===== config.mk =====
export PLATFORM = sky130hd
export DESIGN_NAME = mop_instr_loader
export DESIGN_NICKNAME = d
export VERILOG_FILES = /design/src/rtl/mop_instr_loader.sv
export SDC_FILE = /design/constraint.sdc
export NUM_CORES = 1
export LEC_CHECK = 0
export CORE_MARGIN = 1.5
export CORE_UTILIZATION = 55
export DETAILED_ROUTE_END_ITERATION = 7
export PLACE_DENSITY = 0.79
export SLEW_MARGIN = 15
export SYNTH_ARGS = -nofsm -noshare
export SYNTH_HDL_FRONTEND = slang
export SYNTH_SLANG_ARGS = --single-unit

===== constraint.sdc =====
create_clock -name clk_i -period 2.4 [get_ports clk_i]
set_clock_uncertainty 0.2 [all_clocks]
set_input_delay 0.48 -clock clk_i [delete_from_list [all_inputs] [get_ports clk_i]]
set_output_delay 0.48 -clock clk_i [all_outputs]
set_load 0.005 [all_outputs]

===== src/rtl/mop_instr_loader.sv =====
// MoP instruction loader: captures a DEPTH-word burst into a shadow bank,
// commits it atomically to an active bank, then streams the committed words
// out over a valid/ready handshake. Partial bursts never reach the active bank.
module mop_instr_loader #(
  parameter int unsigned DEPTH      = 8,
  parameter int unsigned DATA_WIDTH = 32
) (
  input  logic                     clk_i,
  input  logic                     rst_ni,
  input  logic                     load_i,
  input  logic [DATA_WIDTH-1:0]    instr_i,
  input  logic [1:0]               change_i,
  input  logic                     override_i,
  output logic                     busy_o,
  output logic                     commit_o,
  output logic                     active_vld_o,
  output logic [1:0]               mode_o,
  output logic                     err_o,
  output logic                     out_valid_o,
  input  logic                     out_ready_i,
  output logic [DATA_WIDTH-1:0]    out_data_o,
  output logic [$clog2(DEPTH)-1:0] out_idx_o,
  input  logic [$clog2(DEPTH)-1:0] rd_idx_i,
  output logic [DATA_WIDTH-1:0]    rd_data_o
);

  localparam int unsigned IW = $clog2(DEPTH);
  localparam logic [IW:0]   W_LAST = (IW+1)'(DEPTH-1);
  localparam logic [IW:0]   W_ONE  = (IW+1)'(1);
  localparam logic [IW-1:0] R_LAST = IW'(DEPTH-1);
  localparam logic [IW-1:0] R_ONE  = IW'(1);

  typedef enum logic [1:0] {
    S_IDLE,
    S_FILL,
    S_COMMIT,
    S_STREAM
  } state_t;

  state_t                  state_q, state_d;
  logic [IW:0]             wcnt_q;
  logic [IW-1:0]           ridx_q;
  logic [DATA_WIDTH-1:0]   shadow [DEPTH];
  logic [DATA_WIDTH-1:0]   active [DEPTH];
  logic                    xfer;

  assign xfer = out_valid_o && out_ready_i;

  // State register
  always_ff @(posedge clk_i or negedge rst_ni) begin
    if (!rst_ni) state_q <= S_IDLE;
    else         state_q <= state_d;
  end

  // Next-state and per-state outputs
  always_comb begin
    state_d     = state_q;
    busy_o      = (state_q != S_IDLE);
    commit_o    = 1'b0;
    out_valid_o = 1'b0;
    case (state_q)
      S_IDLE: begin
        if (load_i) state_d = S_FILL;
      end
      S_FILL: begin
        // A word captured in the same cycle as override_i drops wins; abort is
        // only taken on a cycle with no word.
        if (load_i) begin
          if (wcnt_q == W_LAST) state_d = S_COMMIT;
        end else if (!override_i) begin
          state_d = S_IDLE;
        end
      end
      S_COMMIT: begin
        commit_o = 1'b1;
        state_d  = S_STREAM;
      end
      S_STREAM: begin
        out_valid_o = 1'b1;
        if (out_ready_i && (ridx_q == R_LAST)) state_d = S_IDLE;
      end
      default: state_d = S_IDLE;
    endcase
  end

  // Shadow capture, counters and sticky error
  always_ff @(posedge clk_i or negedge rst_ni) begin
    if (!rst_ni) begin
      wcnt_q <= '0;
      ridx_q <= '0;
      err_o  <= 1'b0;
      for (int unsigned i = 0; i < DEPTH; i++) shadow[i] <= '0;
    end else begin
      case (state_q)
        S_IDLE: begin
          if (load_i) begin
            shadow[0] <= instr_i;
            wcnt_q    <= W_ONE;
            err_o     <= 1'b0;
          end
        end
        S_FILL: begin
          if (load_i) begin
            shadow[wcnt_q[IW-1:0]] <= instr_i;
            wcnt_q                 <= wcnt_q + W_ONE;
          end else if (!override_i) begin
            wcnt_q <= '0;
            err_o  <= 1'b1;
          end
        end
        S_COMMIT: begin
          wcnt_q <= '0;
          ridx_q <= '0;
          if (load_i) err_o <= 1'b1;
        end
        S_STREAM: begin
          if (xfer) ridx_q <= ridx_q + R_ONE;
          if (load_i) err_o <= 1'b1;
        end
        default: ;
      endcase
    end
  end

  // Active bank, mode and valid flag: updated only on commit
  always_ff @(posedge clk_i or negedge rst_ni) begin
    if (!rst_ni) begin
      mode_o       <= '0;
      active_vld_o <= 1'b0;
      for (int unsigned i = 0; i < DEPTH; i++) active[i] <= '0;
    end else if (state_q == S_COMMIT) begin
      mode_o       <= change_i;
      active_vld_o <= 1'b1;
      for (int unsigned i = 0; i < DEPTH; i++) active[i] <= shadow[i];
    end
  end

  assign out_idx_o  = ridx_q;
  assign out_data_o = active[ridx_q];
  assign rd_data_o  = active[rd_idx_i];

endmodule

## Word-level counts from Yosys, hierarchy flattened

Cells that the tools add are included.

- Output and inout port bits: 74
- Input bits: 42
- Logic and storage cells: 91
- Bits in registers: 525

- $add $sub $neg: 2
- Bitwise operators: 3
- Equal/unequal tests: 14
- Reductions and logical operators: 15
- Magnitude comparators: 4
- Mux-type cells: 31

Operator list:

| cell | count |
|---|---|
| $bwmux W256 | 1 |
| $mux W256 | 1 |
| $bmux W32 S3 | 2 |
| $mux W32 | 6 |
| $demux W32 S3 | 1 |
| $pmux W32 S2 | 1 |
| $ge A4 B4 Y1 const B | 3 |
| $mux W4 | 3 |
| $ne A2 B2 Y1 const B | 6 |
| $not A3 Y4 | 3 |
| $pmux W4 S3 | 1 |
| $mux W2 | 5 |
| $pmux W2 S4 | 1 |
| $reduce_and A4 Y1 | 2 |
| $mux W1 | 6 |
| $ne A3 B3 Y1 const B | 2 |
| $pmux W3 S2 | 1 |
| $reduce_and A3 Y1 | 2 |
| $reduce_bool A2 Y1 | 3 |
| $add A4 B1 Y4 const B | 1 |
| $eq A2 B2 Y1 const B | 2 |
| $eq A4 B3 Y1 const B | 1 |
| $lt A4 B1 Y1 const B | 1 |
| $reduce_and A2 Y1 | 2 |
| other kinds (10) | 12 |

## Longest topological paths before layout

- Word-level depth: 8
- Mapped depth: 8
- Depth with buffers taken out: 6

## Least setup slack after synthesis

No wires, ideal clock.

- Path kind: input to output
- Start point: input port rd_idx_i[0]
- End point: output port rd_data_o[0]
- Arrival time: 1,783 ps
- Buffers on the path: 2
- Cell stages on the path: 4
- Path slack: -63 ps
- Required time: 1,720 ps
- Cell sequence: buf_2 > buf_2 > mux4_2 > mux2_2

- Longest elaborated chain between the ends: 4

Ends and longest elaborated chain:

| item | line | RTL |
|---|---|---|
| start: declaration | 23 | `input logic [$clog2(DEPTH)-1:0] rd_idx_i,` |
| $not A3 Y4 (not written as such) | 140 | `assign rd_data_o = active[rd_idx_i];` |
| $bmux W32 S3 | 140 |  |
| $mux W32 (not written as such) (2 in series) | 140 |  |
| end: declaration | 24 | `output logic [DATA_WIDTH-1:0] rd_data_o` |

No other way between the ends. The select of a mux whose other input is x is not followed.

## Worst setup path after layout

- Start point: register ridx_q[0] (netlist: out_idx_o[0])
- End point: output port out_data_o[18]

- Longest elaborated chain between the ends: 4

Ends and longest elaborated chain:

| item | line | RTL |
|---|---|---|
| start: declaration | 42 | `logic [IW-1:0] ridx_q;` |
| start signal: assignment | 117 | `if (xfer) ridx_q <= ridx_q + R_ONE;` |
| $not A3 Y4 (not written as such) | 139 | `assign out_data_o = active[ridx_q];` |
| $bmux W32 S3 | 139 |  |
| $mux W32 (not written as such) (2 in series) | 139 |  |
| end: declaration | 21 | `output logic [DATA_WIDTH-1:0] out_data_o,` |

No other way between the ends. The select of a mux whose other input is x is not followed.

==> results.md <==
Run status:
- The run finished, with violations left.
- The checks that failed: setup timing.

Floorplanning:
- Measured along the y axis, the die boundary spans 209.8 microns.
- The row count is 75.
- The die covers 0.04402 sq mm.
- The area inside the core boundary is 0.04204 sq mm.
- The die extent in x is about 210 microns.
- The starting density of the core is 55.95%.
- The boundary pin count is 116.

CTS:
- The TritonCTS clock tree is built.
- The clock sink total is 525.
- For the worst-skew pair, the clock arrives at the later sink with an insertion delay of 0.60 ns.
- The count of H-tree levels built during CTS is 2.
- After clock tree synthesis, the clock-pin slew on the worst setup and hold paths is 0.06 ns.
- The clock tree root buffer cell is sky130_fd_sc_hd__clkbuf_16.
- The total clock buffers created by CTS is 53.
- The buffer levels on the longest clock path is 3.

Route:
- Summed over all layers, the routed wires come to 54.89 mm.
- The average wire length per cell after detail routing is 24.39 microns.
- The via count normalized by instance count is 6.054.
- The number of optimization iterations in the first detailed-route pass is 4.
- Detailed routing inserted a total of roughly 14000 vias.
- After detailed routing, the number of remaining DRC violations is 0.
- The violation count after the first detailed-route iteration is 730.
- The number of nets still failing antenna checks after routing is 0.

Global routing:
- The global-route wire length before repair is 87.17 mm.
- The number of antenna violations at the first check in global routing is 2.
- The pin count of the biggest net entering global routing is 86.
- After global routing the overflow that remains totals 0.
- Global routing consumed, over all layers together, 25.95% of the routing resources.
- The number of global-route vias before repair was 14910.

Power:
- VDD sags by at most 0.7226 mV.
- After layout, the design draws a total of 0.02365 W.
- In this run the power density over the cells is between 800 and 900 mW/mm^2.
- The total leakage power is approximately 14 nW.

STA:
- The headroom to the max-slew limit is 67.34%.
- The share of the clock period used by the worst path is 126.7%.
- The final critical-path setup slack is -0.6418 ns.
- The number of max-slew violations in the final report is 0.
- The minimum hold slack is 0.2038 ns.
- The transition time at the pin with the least slew margin is 0.4899 ns.
- Setup repair after global routing could not meet its margin everywhere.
- Static timing analysis puts the maximum clock frequency at approximately 330 MHz.
- The count of final hold-check violations is 0.
- The minimum clock period is 3.042 ns.
- The final setup violation count is 64.

Synth:
- In this run the cell area of the synthesized design comes to about 0.024 sq mm.
- The largest area contributor in the netlist is sky130_fd_sc_hd__dfrtp_1.
- The count of flip-flops with a built-in enable after synthesis is 0.
- The synthesis-stage register bit count is 525.
- The cell count after synthesis came out at ~1400.
- The synthesized design devotes to its leading area cell type 55.85% of total area.
- Synthesis produced a netlist with a net count of 1441.
- Sorting the synthesized cells by area gives the leading types as sky130_fd_sc_hd__dfrtp_1 56%, sky130_fd_sc_hd__mux2_2 25%, sky130_fd_sc_hd__mux4_2 12%, sky130_fd_sc_hd__mux2_4 1.9%, sky130_fd_sc_hd__mux2_1 1.2%.
- The dominant register cell in the synthesized netlist is sky130_fd_sc_hd__dfrtp_1.
- The part of the Yosys area used for sequential elements is between 50% and 60%.
- Yosys mapped the design onto 33 distinct sky130hd cell types.
- The share of synthesized registers carrying an async set or reset is 100.0%.
- The synthesized area per cell is 16.91 sq um.
- For this run, the number of Yosys warnings is 0.

Worst hold path:
- The type of the tightest min-delay check is input pin to asynchronous set/reset pin.

Layout:
- Compared with the post-synthesis result, the final layout area differs by 24.60%.
- The final layout contains 1719 nets.
- The fraction of final layout cells with drive strength greater than 1 is 61.89%.

Worst setup path:
- STA classifies the critical path startpoint as a register.
- STA puts the critical path data required time at 1.72 ns.
- The worst setup path is of the register to output pin kind.
- The type of destination of the critical path is an output pin.
- At the worst endpoint, the arrival time is 2.36 ns.
- Of all nets on the critical path, the largest fanout is 7.

Placement:
- Routability-driven placement finished with a final weighted congestion of roughly 0.8.
- The half-perimeter wire length of the detailed placement result is 32.62 mm.
- The port buffer count is between 100 and 150.

Job:
- Max-cap violations in this run came to 0.
Yosys cell counts (2+ instances only):
| cell type | count |
|---|---|
| sky130_fd_sc_hd__nor2_1 | 6 |
| sky130_fd_sc_hd__mux2i_1 | 2 |
| sky130_fd_sc_hd__dfrtp_1 | 525 |
| sky130_fd_sc_hd__buf_1 | 2 |
| sky130_fd_sc_hd__ha_1 | 8 |
| sky130_fd_sc_hd__nand3_1 | 4 |
| sky130_fd_sc_hd__mux2_4 | 30 |
| sky130_fd_sc_hd__nor3_1 | 2 |
| sky130_fd_sc_hd__mux2_2 | 523 |
| sky130_fd_sc_hd__buf_6 | 4 |
| sky130_fd_sc_hd__nand2b_1 | 2 |
| sky130_fd_sc_hd__or2_2 | 2 |
| sky130_fd_sc_hd__nor3_2 | 3 |
| sky130_fd_sc_hd__clkbuf_1 | 43 |
| sky130_fd_sc_hd__buf_4 | 2 |
| sky130_fd_sc_hd__a41oi_1 | 2 |
| sky130_fd_sc_hd__o21ai_0 | 9 |
| sky130_fd_sc_hd__a32o_1 | 2 |
| sky130_fd_sc_hd__mux4_2 | 128 |
| sky130_fd_sc_hd__mux2_1 | 25 |
| sky130_fd_sc_hd__buf_2 | 43 |
| sky130_fd_sc_hd__inv_1 | 3 |
| sky130_fd_sc_hd__nand2_1 | 11 |
cell families after synthesis:
| group | Yosys count | synth area share, % |
|---|---|---|
| buffers and inverters | 97 | 1.936 |
| multiplexers | 708 | 40.49 |
| adder cells (fa/ha/maj) | 8 | 0.4256 |
| flip-flops | 525 | 55.85 |
| AO/OA/AOI/OAI | 19 | 0.5266 |
| AND/OR/NAND/NOR | 34 | 0.7660 |
flip-flops by register name, summed over array words and instances (netlist names), named ones only:
signal	count
wcnt_q	4
err_o	1
mode_o	2
state_q	1
out_idx_o	3
active	256
shadow	256
active_vld_o	1
cell usage in the layout, fill, tap and decap left out, types with 5 or more instances in the layout:
master and count:
sky130_fd_sc_hd__mux2_4 91, sky130_fd_sc_hd__clkbuf_1 9, sky130_fd_sc_hd__dfrtp_1 522, sky130_fd_sc_hd__dlygate4sd2_1 5, sky130_fd_sc_hd__buf_4 141, sky130_fd_sc_hd__buf_12 48, sky130_fd_sc_hd__clkbuf_16 53, sky130_fd_sc_hd__bufinv_16 6
sky130_fd_sc_hd__clkdlybuf4s50_1 41, sky130_fd_sc_hd__buf_8 7, sky130_fd_sc_hd__mux4_2 128, sky130_fd_sc_hd__buf_6 68, sky130_fd_sc_hd__clkbuf_8 12, sky130_fd_sc_hd__nand2_1 11, sky130_fd_sc_hd__mux2_2 462, sky130_fd_sc_hd__o21ai_0 9
sky130_fd_sc_hd__mux2_1 25, sky130_fd_sc_hd__clkinv_2 10
area by class of cell:
type,count,area [sq um]
diodes,1,2.502
flip-flops and latches,525,13150
multi-input cells,769,10220
fillers,2614,12730
repair buffers,317,3430
well taps,539,674.4
inverters,3,11.26
clock buffers,74,1525
clock inverters,23,299.0
layer usage:
layer | up-vias | track usage [%] | share of wire [%]
met5 | - | 0 | 0.020
met4 | 2 | 6.971 | 2.1
met3 | 81 | 4.489 | 4.5
met2 | 319 | 42.14 | 50
met1 | 7432 | 36.61 | 43
li1 | 5794 | - | -
critical path, stage by stage (launching register included):
cell and delay [ns]:
sky130_fd_sc_hd__dfrtp_4 0.52, sky130_fd_sc_hd__buf_12 0.17, sky130_fd_sc_hd__buf_8 0.13, sky130_fd_sc_hd__buf_6 0.11, sky130_fd_sc_hd__mux4_2 0.43, sky130_fd_sc_hd__mux2_4 0.29, sky130_fd_sc_hd__buf_6 0.11
where the power goes:
part | total (W) | switching, W | internal, W
Clock | 0.00860 | 0.00350 | 0.00510
Sequential | 0.0111 | 0.000808 | 0.0103
Combinational | 0.00394 | 0.00156 | 0.00237
through the flow:
| step | cell area, sq um | setup TNS (ns) | setup slack [ns] | instances | util, % |
|---|---|---|---|---|---|
| global route | 29310 | -27.12 | -0.6957 | 2251 | 69.71 |
| floorplan | 23540 | -1.078 | -0.03595 | 1391 | - |
| CTS | 29150 | -26.10 | -0.7145 | 2233 | 69.35 |
| global placement | 26190 | -54.11 | -0.4731 | 2039 | 62.29 |
| detailed placement | 26190 | -53.19 | -0.4891 | 2039 | 62.29 |
| finish | 29310 | -23.63 | -0.6418 | 2251 | 69.71 |
worst paths after layout:
check	slack (ns)	from	to	depth (start not counted)
min	0.20	rst_ni	shadow[93]	2
min in group clk_i	0.28	shadow[168]	shadow[168]	1
max	-0.64	out_idx_o[0]	out_data_o[18]	6
max in group asynchronous	0.94	rst_ni	out_idx_o[2]	3
min reg2reg	0.28	shadow[168]	shadow[168]	1
max reg2reg	0.09	register	shadow[245]	7
repair_timing:
item                                   CTS  global route
hold buffers                             1             0
setup endpoints to repair               70           135
setup buffers                           95            21
pin swaps                                0             0
resized for setup                      409            16
endpoints found under the hold margin   88             0
gates cloned                             4             0
Power figures use the tool's default switching activity.
